$ cat src/rtl/dcache_mem_bridge_pkg.sv
// Shared constants for the dcache memory-side bridge:
// FSM state encodings and bus burst-length helpers.
package dcache_mem_bridge_pkg;

  localparam int BUS_LEN_W = 8;
  localparam int STATE_W   = 3;

  localparam logic [STATE_W-1:0] S_IDLE   = 3'd0;
  localparam logic [STATE_W-1:0] S_R_REQ  = 3'd1;
  localparam logic [STATE_W-1:0] S_R_DATA = 3'd2;
  localparam logic [STATE_W-1:0] S_W_REQ  = 3'd3;
  localparam logic [STATE_W-1:0] S_W_WAIT = 3'd4;
  localparam logic [STATE_W-1:0] S_DONE   = 3'd5;

  function automatic logic [BUS_LEN_W-1:0] burst_len(input int words);
    return BUS_LEN_W'(words - 1);
  endfunction

endpackage

$ cat src/rtl/dcache_mem_bridge_line_buf.sv
// Line assembly buffer: word-indexed write, full-line read,
// synchronous clear.
module dcache_line_buf #(
  parameter int DATA_W     = 32,
  parameter int LINE_WORDS = 4,
  parameter int IDX_W      = $clog2(LINE_WORDS)
) (
  input  logic                         clk,
  input  logic                         clr_i,
  input  logic                         we_i,
  input  logic [IDX_W-1:0]             idx_i,
  input  logic [DATA_W-1:0]            wdata_i,
  output logic [DATA_W*LINE_WORDS-1:0] line_o
);

  logic [DATA_W-1:0] words_q [LINE_WORDS];

  always_ff @(posedge clk) begin
    if (clr_i) begin
      for (int i = 0; i < LINE_WORDS; i++) begin
        words_q[i] <= '0;
      end
    end else if (we_i) begin
      words_q[idx_i] <= wdata_i;
    end
  end

  always_comb begin
    line_o = '0;
    for (int i = 0; i < LINE_WORDS; i++) begin
      line_o[i*DATA_W +: DATA_W] = words_q[i];
    end
  end

endmodule

$ cat src/rtl/dcache_mem_bridge.sv
// Memory-side bridge behind the dcache FSM: line refill bursts
// and single-word write-through, ending in a one-cycle ready pulse.
module dcache_mem_bridge
  import dcache_mem_bridge_pkg::*;
#(
  parameter int ADDR_W     = 32,
  parameter int DATA_W     = 32,
  parameter int LINE_WORDS = 4
) (
  input  logic                         clk,
  input  logic                         rst,
  input  logic                         mem_valid,
  input  logic                         mem_for_store,
  input  logic [ADDR_W-1:0]            mem_addr,
  input  logic [DATA_W-1:0]            mem_wdata,
  input  logic [3:0]                   mem_wstrb,
  output logic                         mem_ready,
  output logic [DATA_W*LINE_WORDS-1:0] mem_rline,
  output logic                         bus_req,
  output logic                         bus_wr,
  output logic [ADDR_W-1:0]            bus_addr,
  output logic [BUS_LEN_W-1:0]         bus_len,
  output logic [DATA_W-1:0]            bus_wdata,
  output logic [3:0]                   bus_wstrb,
  input  logic                         bus_addr_ok,
  input  logic                         bus_rvalid,
  input  logic [DATA_W-1:0]            bus_rdata,
  input  logic                         bus_rlast,
  input  logic                         bus_wdone,
  output logic                         proto_err
);

  localparam int LINE_W = DATA_W * LINE_WORDS;
  localparam int IDX_W  = $clog2(LINE_WORDS);
  localparam int OFF_W  = $clog2(LINE_W / 8);
  localparam int WOFF_W = $clog2(DATA_W / 8);
  localparam logic [IDX_W-1:0] LAST = IDX_W'(LINE_WORDS - 1);

  logic [STATE_W-1:0]   state_q, state_d;
  logic [IDX_W-1:0]     beat_q, beat_d;
  logic                 req_q, req_d;
  logic                 wr_q, wr_d;
  logic [ADDR_W-1:0]    addr_q, addr_d;
  logic [BUS_LEN_W-1:0] len_q, len_d;
  logic [DATA_W-1:0]    wdata_q, wdata_d;
  logic [3:0]           wstrb_q, wstrb_d;
  logic                 err_q, err_d;
  logic                 buf_clr, buf_we;
  logic [LINE_W-1:0]    line;
  logic                 unused_addr;

  assign unused_addr = ^mem_addr[WOFF_W-1:0];

  always_comb begin
    state_d = state_q;
    beat_d  = beat_q;
    req_d   = req_q;
    wr_d    = wr_q;
    addr_d  = addr_q;
    len_d   = len_q;
    wdata_d = wdata_q;
    wstrb_d = wstrb_q;
    err_d   = err_q;
    buf_clr = 1'b0;
    buf_we  = 1'b0;
    case (state_q)
      S_IDLE: begin
        if (mem_valid) begin
          req_d = 1'b1;
          wr_d  = mem_for_store;
          if (mem_for_store) begin
            addr_d  = {mem_addr[ADDR_W-1:WOFF_W], {WOFF_W{1'b0}}};
            len_d   = burst_len(1);
            wdata_d = mem_wdata;
            wstrb_d = mem_wstrb;
            state_d = S_W_REQ;
          end else begin
            addr_d  = {mem_addr[ADDR_W-1:OFF_W], {OFF_W{1'b0}}};
            len_d   = burst_len(LINE_WORDS);
            wdata_d = '0;
            wstrb_d = '0;
            buf_clr = 1'b1;
            state_d = S_R_REQ;
          end
        end
      end
      S_R_REQ: begin
        if (bus_addr_ok) begin
          req_d   = 1'b0;
          beat_d  = '0;
          state_d = S_R_DATA;
        end
      end
      S_R_DATA: begin
        if (bus_rvalid) begin
          buf_we = 1'b1;
          // rlast must coincide exactly with the final counted beat
          if (bus_rlast != (beat_q == LAST)) err_d = 1'b1;
          if (beat_q == LAST) state_d = S_DONE;
          else beat_d = beat_q + 1'b1;
        end
      end
      S_W_REQ: begin
        if (bus_addr_ok) begin
          req_d   = 1'b0;
          state_d = bus_wdone ? S_DONE : S_W_WAIT;
        end
      end
      S_W_WAIT: begin
        if (bus_wdone) state_d = S_DONE;
      end
      S_DONE: begin
        state_d = S_IDLE;
      end
      default: state_d = S_IDLE;
    endcase
  end

  always_ff @(posedge clk) begin
    if (rst) begin
      state_q <= S_IDLE;
      beat_q  <= '0;
      req_q   <= 1'b0;
      wr_q    <= 1'b0;
      addr_q  <= '0;
      len_q   <= '0;
      wdata_q <= '0;
      wstrb_q <= '0;
      err_q   <= 1'b0;
    end else begin
      state_q <= state_d;
      beat_q  <= beat_d;
      req_q   <= req_d;
      wr_q    <= wr_d;
      addr_q  <= addr_d;
      len_q   <= len_d;
      wdata_q <= wdata_d;
      wstrb_q <= wstrb_d;
      err_q   <= err_d;
    end
  end

  dcache_line_buf #(
    .DATA_W    (DATA_W),
    .LINE_WORDS(LINE_WORDS),
    .IDX_W     (IDX_W)
  ) u_line_buf (
    .clk    (clk),
    .clr_i  (rst | buf_clr),
    .we_i   (buf_we),
    .idx_i  (beat_q),
    .wdata_i(bus_rdata),
    .line_o (line)
  );

  assign mem_ready = (state_q == S_DONE);
  assign mem_rline = mem_ready ? line : '0;
  assign bus_req   = req_q;
  assign bus_wr    = wr_q;
  assign bus_addr  = addr_q;
  assign bus_len   = len_q;
  assign bus_wdata = wdata_q;
  assign bus_wstrb = wstrb_q;
  assign proto_err = err_q;

endmodule

$ cat config.mk
export PLATFORM = sky130hd
export DESIGN_NAME = dcache_mem_bridge
export DESIGN_NICKNAME = d
export VERILOG_FILES = /design/src/rtl/dcache_mem_bridge_pkg.sv /design/src/rtl/dcache_mem_bridge_line_buf.sv /design/src/rtl/dcache_mem_bridge.sv
export SDC_FILE = /design/constraint.sdc
export NUM_CORES = 1
export LEC_CHECK = 0
export ABC_AREA = 1
export BUFFER_PORTS_ARGS = -buffer_cell sky130_fd_sc_hd__buf_2
export CAP_MARGIN = 10
export CORE_MARGIN = 1.5
export CORE_UTILIZATION = 28
export CTS_BUF_LIST = sky130_fd_sc_hd__clkbuf_4 sky130_fd_sc_hd__clkbuf_8
export DETAILED_ROUTE_END_ITERATION = 8
export PLACE_DENSITY = 0.47
export SYNTH_ARGS = -nofsm -noshare
export SYNTH_HDL_FRONTEND = slang
export SYNTH_SLANG_ARGS = --single-unit
export TNS_END_PERCENT = 10
$ cat constraint.sdc
create_clock -name clk -period 5.2 [get_ports clk]
set_clock_uncertainty 0.2 [all_clocks]
set_input_delay 0.78 -clock clk [delete_from_list [all_inputs] [get_ports clk]]
set_output_delay 0.78 -clock clk [all_outputs]
set_load 0.05 [all_outputs]
# Word-level counts from Yosys, hierarchy flattened
# Memories as Yosys holds them, arrays and structs flattened.
# Index checks and enable logic that the tools add are counted.
[word_totals] regBits=84 mem_bits_rw=128 input_bits=108 output_inout_bits=208 elab_cells=71 n_memories=1
[op_classes] add_sub_neg=1 eq_ne=15 mux=34 bitwise_logic=1 n_reduce_logical=10
[mem_list] name="u_line_buf.words_q" words=4 width=32 read_ports=4 rd_ports_with_merged_regs=0 wr=4 line="dcache_mem_bridge_line_buf.sv:16" rtl="logic [DATA_W-1:0] words_q [LINE_WORDS];"
[ops] op="two-way mux 128 bit" n=1
[ops] op="two-way mux 32 bit" n=2
[ops] op="OR reduction 32 bit" n=1
[ops] op="two-way mux 3 bit" n=6
[ops] op="one-hot mux 3 bit (5 select lines)" n=1
[ops] op="two-way mux 1 bit" n=14
[ops] op="!= test 2 bit (second input constant)" n=7
[ops] op="two-way mux 2 bit" n=6
[ops] op="two-way mux 4 bit" n=2
[ops] op="== test 3 x 2 -> 1 bit (second input constant)" n=2
[ops] op="== test 3 bit (second input constant)" n=2
[ops] op="AND reduction 3 bit" n=2
[ops] op="AND reduction 6 bit" n=1
[ops] op="one-hot mux 2 bit (2 select lines)" n=1
[ops] op="AND reduction 4 bit" n=1
[ops] op="nonzero test 2 bit" n=2
[ops] op="== test 3 x 1 -> 1 bit (second input constant)" n=1
[ops] op="logical NOT 3 bit" n=1
[ops] op="adder 2 x 1 -> 2 bit (second input constant)" n=1
[ops] op="== test 2 bit (second input constant)" n=1
[ops] op="!= test 2 x 1 -> 1 bit (second input constant)" n=1
[ops] op="one-hot mux 1 bit (2 select lines)" n=1
[ops] op="AND reduction 2 bit" n=1
[ops] op="OR reduction 2 bit" n=1
[ops] op="2 further kinds" n=2

# Longest topological paths before layout
# Gate-level depths: netlist of the first run.
[depth] depth_word=8 mapped_depth=10 depth_no_buf=9

# By module
# From an unflattened synthesis of the first run, not the netlist that was laid out.
[hier_totals] hier_cells=962 area_unflattened_um2=8658.3
[by_module_without_submodules] module="dcache_line_buf" instances=1 cells_each=314 area_per_inst_um2=4690.7 seq_area_each_um2=3843.7
[by_module_without_submodules] module="dcache_mem_bridge" instances=1 cells_each=648 area_per_inst_um2=3967.6 seq_area_each_um2=1501.4

# Worst setup path before layout of the first run
# No wires, ideal clock.
[synth_timing] kind="input port to flip-flop" from="input port bus_rvalid" to="memory u_line_buf.words_q[3][0], enable pin" setup_ns=0.470 arrival_time_ns=3.323 required_ns=4.530 slack_ns=1.208 path_stages=2 n_path_buf=0 path_cell_list="nand3_1 o31ai_1"
[synth_rtl] item="from (decl)" line="dcache_mem_bridge.sv:26" rtl="input logic bus_rvalid,"
[synth_rtl] item="to (decl)" line="dcache_mem_bridge_line_buf.sv:16"

# Final worst setup path of the first run
[layout_timing] from="register state_q[1]" to="output port mem_rline[69]"
[layout_via] elab_chain_len=2
[layout_rtl] item="from (decl)" line="dcache_mem_bridge.sv:39" rtl="logic [STATE_W-1:0] state_q, state_d;"
[layout_rtl] item="from (signal assigned)" line="dcache_mem_bridge.sv:131" rtl="state_q <= state_d;"
[layout_rtl] item="== test 3 bit" line="dcache_mem_bridge.sv:156" rtl="assign mem_ready = (state_q == S_DONE);"
[layout_rtl] item="two-way mux 128 bit" line="dcache_mem_bridge.sv:157" rtl="assign mem_rline = mem_ready ? line : '0;"
[layout_rtl] item="to (decl)" line="dcache_mem_bridge.sv:18" rtl="output logic [DATA_W*LINE_WORDS-1:0] mem_rline,"
# Every way passes these cells.

==> results.py, run 1 <==
metrics = {
    "run": {
        "drv.max_cap_violation_count": 0,
    },
    "global_route": {
        "grt_pass1_vias": 6947,
        "grt_max_degree": 84,
        "antenna_found_initial": 1,
        "grt_pass1_wl_mm": 37.3,
        "grt.total_usage_pct": 15.2,
        "globalRouteOverflowTotal": 0,
    },
    "clocking": {
        "clk_path_buf_depth": 3,
        "cts_buffers": 38,
        "clkSlewWorstSetupHoldPaths_ns": 0.06,
        "hold_buffers": 0,
        "cts_tree": "built",
        "cts_max_level": 2,
        "cts-root-buf": "clkbuf_8",
        "cts.sink_count": 203,
        "clk_latency_ns": 0.51,
        "cts_resized": 0,
        "post-cts-setup-buffers": 0,
    },
    "worst_setup_path": {
        "crit_required_ns": 4.22,
        "r2r_slack_ns": 2.26,
        "rr_startpoint": "state_q[1]$_SDFFE_PP0P_",
        "worstPathArrival_ns": 2.74,
        "reg2regPathDepth": 5,
        "critPathKind": "reg2out",
        "r2r-end": "u_line_buf.words_q[0][24]$_SDFFCE_PN0P_",
        "startpoint_type": "flop",
        "end_kind": "output pin",
        "path_max_fanout": 83,
    },
    "pwr": {
        "peakVddDrop_v": 0.000256,
        "seqPwrFrac_pct": 41.6,
        "p_int_mw": 3.21,
        "clock_power_share_pct": 31.2,
        "power_density_nw_per_um2": 454,
        "leakagePower_nw": 5.45,
        "combPwrFrac_pct": 27.2,
        "switching_power_mw": 1.86,
        "design_power_total_mw": 5.07,
        "sw_frac_of_total_pct": 36.7,
    },
    "sta": {
        "max_freq_ghz": 0.269,
        "setup_viol": 0,
        "period_minus_slack_ns": 3.72,
        "slew_headroom_pct": 38.7,
        "finalSetupTns_ns": 0,
        "rsz0062_at_grt": "false",
        "drv_slew": 0,
        "hold_viol_final": 0,
        "fin_crit_sh_pct": 71.5,
        "whs_ns": 0.259,
        "tightest_slew_ns": 0.916,
    },
    "drt": {
        "drt-wirelength-per-cell_um": 14.7,
        "drt_iter0_drc": 296,
        "vias_per_cell": 4.18,
        "num_vias": 7044,
        "drc": 0,
        "first_pass_iters": 4,
        "routed_wl_mm": 24.7,
        "antenna_left": 0,
    },
    "synthesis": {
        "synthCells": 964,
        "synth_seq_area_share_pct": 62.1,
        "synth_edf_count": 128,
        "avgSynthCellArea_sq_um": 8.93,
        "synthFlopType": "edfxtp_1",
        "ys_seq_elements": 203,
        "ys_types": 31,
        "syn_area_sq_um": 8600,
        "ys_warn_count": 0,
        "synthArstFlopShare_pct": 0,
    },
    "final_layout": {
        "mostFrequentLayoutCell": "buf_2",
        "nets": 1373,
        "drive_above_1_share_pct": 31.5,
        "syn_to_final_growth_pct": 29.9,
        "final_cell_mix": "305 x buf_2, 298 x nor2_1, 174 x inv_1, 128 x edfxtp_1, 82 x nand2_1",
        "fillers": 3304,
    },
    "die": {
        "ios": 316,
        "start_util_pct": 28.3,
        "fp.dieH_um": 178,
        "core_area_sq_um": 30400,
        "rows": 64,
        "die_area_sq_um": 31800,
        "die_x_um": 178,
    },
    "min_path": {
        "hold_class": "reg2reg",
        "hp-start": "bus_wdata[3]$_SDFFE_PP0P_",
        "min_to": "bus_wdata[3]$_SDFFE_PP0P_",
        "holdPathStages": 2,
    },
    "outcome": {
        "status": "finished, final reports clean",
    },
    "place": {
        "place_congestion": 0.722,
        "hpwlAfterDp_mm": 16.1,
        "numPortBuffers": 305,
    },
}
==> synthesized netlist by cell type (2+ instances only) <==
library cell,number,area share [%]
nor2_1,298,13
inv_1,174,7.6
edfxtp_1,128,45
nand2_1,84,3.7
dfxtp_1,75,17
o21ai_0,36,2.1
buf_2,32,1.9
nor3_1,32,1.9
a21oi_1,31,1.8
clkbuf_1,14,0.61
buf_4,12,1.0
nand2_2,11,0.80
a21oi_2,10,1.0
nand3_1,7,0.41
buf_6,2,0.26
inv_2,2,0.087
nor2_4,2,0.26
==> cell families after synthesis <==
logic type | synth area share [%]
xor+xnor | 0.102
compound gates | 5.21
fa+ha+maj | 0.145
simple gates | 20.6
buf+inv | 11.8
other cells | 0.0436
flops | 62.1
==> critical path, cell delays in order, from the launching register on <==
cell	delay, ns
dfxtp_1	0.52
nor3_2	0.12
inv_4	0.64
buf_4	0.53
nor2_1	0.13
buf_2	0.24
==> final cells by class <==
class,instances,area (sq um),area share [%]
Sequential cell,203,5350,47.8
Multi-Input combinational cell,529,2300,20.6
Timing Repair Buffer,315,1600,14.3
Inverter,177,669,5.99
Tap cell,396,495,4.43
Antenna cell,1,2.50,0.0224
Clock buffer,55,669,5.99
Clock inverter,9,90.1,0.806
==> layer usage <==
layer | part of all wire [%] | wire length [um] | GRT usage, %
met2 | 44 | 10900 | 24.7
met3 | 10 | 2570 | 5.80
met4 | 1.7 | 423 | 4.41
met1 | 44 | 10800 | 18.8
met5 | 0.049 | 12 | 0
==> sequential cells by signal, summed over array words and instances (netlist names) <==
name / count
beat_q: 2
bus_addr: 30
bus_len: 1
bus_req: 1
bus_wdata: 32
bus_wr: 1
bus_wstrb: 4
proto_err: 1
state_q: 3
u_line_buf.words_q: 128
==> power by group through the flow <==
stage | clock, mW | combinational [mW] | sequential (mW)
after global placement | 0 | 1.40 | 2.14
after CTS | 1.64 | 1.40 | 2.11
after detailed placement | 0 | 1.40 | 2.14
after global routing | 1.71 | 1.51 | 2.14
final | 1.58 | 1.38 | 2.11
after floorplan | 0 | 0.702 | 2.49
==> worst max-delay path by stage <==
stage	startpoint	end	slack (ns)	cells after the start
final	state_q[1]$_SDFFE_PP0P_	mem_rline[69]	1.48	5
after detailed placement	rst	u_line_buf.words_q[0][25]$_SDFFCE_PN0P_	1.82	4
after global routing	state_q[1]$_SDFFE_PP0P_	mem_rline[69]	1.27	5
after global placement	rst	u_line_buf.words_q[1][28]$_SDFFCE_PN0P_	1.83	4
after CTS	state_q[1]$_SDFFE_PP0P_	mem_rline[66]	1.38	5
after floorplan	bus_rvalid	u_line_buf.words_q[3][0]$_DFFE_PP_	1.21	2
==> stage by stage <==
step                      cell area, sq um  utilization (%)  std cells  worst slack, ns
after floorplan                       8630                -        971             1.21
final                                11200             36.7       1685             1.48
after CTS                            11200             36.7       1684             1.38
after global placement               10400             34.2       1620             1.83
after detailed placement             10400             34.2       1620             1.82
after global routing                 11200             36.7       1684             1.27
(Power assumes the default switching activity.)
==> run 2, diff against run 1 <==
--- a/config.mk
+++ b/config.mk
@@ -5,14 +5,14 @@
 export SDC_FILE = /design/constraint.sdc
 export NUM_CORES = 1
 export LEC_CHECK = 0
-export ABC_AREA = 1
+export ABC_AREA = 0
 export BUFFER_PORTS_ARGS = -buffer_cell sky130_fd_sc_hd__buf_2
 export CAP_MARGIN = 10
 export CORE_MARGIN = 1.5
 export CORE_UTILIZATION = 28
 export CTS_BUF_LIST = sky130_fd_sc_hd__clkbuf_4 sky130_fd_sc_hd__clkbuf_8
 export DETAILED_ROUTE_END_ITERATION = 8
-export PLACE_DENSITY = 0.47
+export PLACE_DENSITY = 0.49
 export SYNTH_ARGS = -nofsm -noshare
 export SYNTH_HDL_FRONTEND = slang
 export SYNTH_SLANG_ARGS = --single-unit
==> constraint.sdc (replaced) <==
create_clock -name clk -period 3 [get_ports clk]
set_clock_uncertainty 0.2 [all_clocks]
set_input_delay 0.45 -clock clk [delete_from_list [all_inputs] [get_ports clk]]
set_output_delay 0.45 -clock clk [all_outputs]
set_load 0.05 [all_outputs]
==> run 2 against run 1 <==
  * Critical path depth rose by 2
  * Cell area is 6.5% higher
  * First-iteration DRC count is 1.0% lower
  * Sequential share of layout area shrank 2.9 points
  * Flip-flop and latch count did not move
==> results.py, run 2 <==
metrics = {
    "outcome": {
        "status": "finished, final reports clean",
    },
    "clocking": {
        "clkSlewWorstSetupHoldPaths_ns": 0.06,
        "cts.sink_count": 203,
        "cts_max_level": 2,
        "cts-root-buf": "clkbuf_8",
        "cts_buffers": 38,
        "clk_path_buf_depth": 3,
        "clk_latency_ns": 0.52,
        "cts_tree": "built",
    },
    "die": {
        "die_x_um": 178,
        "start_util_pct": 28.6,
        "ios": 316,
        "fp.dieH_um": 178,
        "core_area_sq_um": 29800,
        "die_area_sq_um": 31500,
        "rows": 63,
    },
    "final_layout": {
        "largest_register_ffs": 128,
        "final_cell_mix": "305 x buf_2, 256 x and2_1, 128 x edfxtp_1, 98 x nand2_1, 75 x dfxtp_1",
        "largest_register": "u_line_buf.words_q",
        "syn_to_final_growth_pct": 39.5,
        "fillers": 2943,
        "drive_above_1_share_pct": 33.6,
        "nets": 1265,
        "mostFrequentLayoutCell": "buf_2",
    },
    "place": {
        "numPortBuffers": 305,
        "hpwlAfterDp_mm": 16.3,
        "place_congestion": 0.735,
        "dp_slack_ns": 0.198,
    },
    "sta": {
        "rsz0062_at_grt": "false",
        "whs_ns": 0.0315,
        "hold_viol_final": 0,
        "max_freq_ghz": 0.351,
        "fin_crit_sh_pct": 94.9,
        "setup_ws_ns": 0.152,
        "setup_viol": 0,
        "drv_slew": 0,
        "period_minus_slack_ns": 2.85,
        "slew_headroom_pct": 48.1,
        "tightest_slew_ns": 0.776,
    },
    "synthesis": {
        "synth_top_area_share_pct": 45.1,
        "avgSynthCellArea_sq_um": 10.9,
        "ys_top_cells_by_count": "256 x and2_1, 128 x edfxtp_1, 98 x nand2_1, 75 x dfxtp_1, 70 x a21oi_1",
        "synthArstFlopShare_pct": 0,
        "synth_edf_count": 128,
        "ys_warn_count": 0,
        "syn_area_sq_um": 8530,
        "synth_seq_area_share_pct": 62.7,
        "ys_types": 38,
        "synth_area_leaders": "edfxtp_1 45%, and2_1 19%, dfxtp_1 18%",
        "synthCells": 780,
        "synth_most_common_cell": "and2_1",
        "synthFlopType": "edfxtp_1",
        "netlist.top_cell.by_area": "edfxtp_1",
        "ys_seq_elements": 203,
    },
    "worst_setup_path": {
        "reg2regPathDepth": 5,
        "end_kind": "output pin",
        "critPathKind": "reg2out",
        "startpoint_type": "flop",
        "crit_required_ns": 2.35,
        "path_max_fanout": 38,
        "worstPathArrival_ns": 2.20,
    },
    "global_route": {
        "grt_pass1_wl_mm": 37.3,
        "antenna_found_initial": 2,
        "grt_pass1_vias": 6805,
        "grt_max_degree": 77,
        "globalRouteOverflowTotal": 0,
        "grt.total_usage_pct": 15.4,
    },
    "run": {
        "drv.max_cap_violation_count": 0,
    },
    "drt": {
        "antenna_left": 0,
        "first_pass_iters": 4,
        "routed_wl_mm": 24.9,
        "drc": 0,
        "drt-wirelength-per-cell_um": 15.9,
        "num_vias": 6708,
        "drt_iter0_drc": 293,
        "vias_per_cell": 4.28,
    },
    "pwr": {
        "leakagePower_nw": 5.37,
        "peakVddDrop_v": 0.000410,
        "power_density_nw_per_um2": 717,
        "design_power_total_mw": 8.53,
    },
    "min_path": {
        "hold_class": "in2reg",
        "holdPathStages": 3,
    },
}
-- run 2: cell types whose count changed in the layout (fill, tap and decap cells not counted), moves of 33 or more --
cell,change
dlygate4sd3_1,+66
a21oi_1,+39
and2_1,+256
o21ai_0,-33
nor2_1,-290
inv_1,-170
-- run 2: critical path, stage by stage, from the launching register on --
cell and delay, ns:
dfxtp_1 0.32, buf_4 0.18, inv_1 0.13, nor3_4 0.21, buf_12 0.15, buf_12 0.18, and2_1 0.21, buf_2 0.28
-- run 2: cell families after synthesis --
kind of cell	after synthesis	synth area share, %
fa+ha+maj	1	0.147
simple gates	420	27.5
buf+inv	69	4.22
flops	203	62.7
compound gates	84	5.24
other cells	1	0.0440
mux	1	0.117
xor+xnor	1	0.103
-- run 2: layer usage --
layer / GRT usage, % / part of all wire, % / wire, um
met1: 18.0 / 41 / 10200
met2: 26.5 / 47 / 11800
met3: 4.91 / 8.9 / 2210
met4: 5.29 / 2.7 / 678
met5: 0 / 0.068 / 17
-- run 2: final timing paths --
check,from,end,slack (ns)
hold reg to reg,bus_wdata[6]$_SDFFE_PP0P_,bus_wdata[6]$_SDFFE_PP0P_,0.25
setup / recovery,state_q[2]$_SDFFE_PP0P_,mem_rline[95],0.15
setup reg to reg,state_q[0]$_SDFFE_PP0P_,u_line_buf.words_q[3][2]$_DFFE_PP_,0.36
hold / removal,mem_addr[11],bus_addr[11]$_SDFFE_PP0P_,0.03
-- run 2: final cells by class --
| type | count | area (sq um) | area share (%) |
|---|---|---|---|
| Antenna cell | 1 | 2.50 | 0.0210 |
| Clock buffer | 52 | 647 | 5.44 |
| Clock inverter | 8 | 41.3 | 0.347 |
| Timing Repair Buffer | 394 | 2430 | 20.4 |
| Inverter | 4 | 15.0 | 0.126 |
| Sequential cell | 203 | 5350 | 44.9 |
| Multi-Input combinational cell | 515 | 2930 | 24.6 |
| Tap cell | 390 | 488 | 4.10 |
-- run 2: stage by stage --
step / setup TNS [ns] / util (%) / instance area (sq um) / instances
floorplan: -74.88 / - / 8560 / 787
CTS: 0 / 39.8 / 11900 / 1564
detailed placement: 0 / 35.2 / 10500 / 1438
finish: 0 / 39.9 / 11900 / 1567
global route: 0 / 39.9 / 11900 / 1567
global placement: 0 / 35.2 / 10500 / 1438
-- run 2: what timing repair did --
action                     in CTS  in global routing
setup buffers                   0                  1
hold buffers                   66                  0
pin swaps                       0                  1
cloned                          0                  1
setup endpoints to repair      18                 46
hold endpoints to repair       66                  0
gates resized for setup         1                  0
-- run 2: power by group --
group	switching, mW	leakage (nW)	total, mW	internal, mW
Sequential	0.142	1.96	3.60	3.46
Clock	1.13	0.366	2.51	1.38
Combinational	1.79	3.05	2.41	0.623
Total	3.06	5.37	8.53	5.46
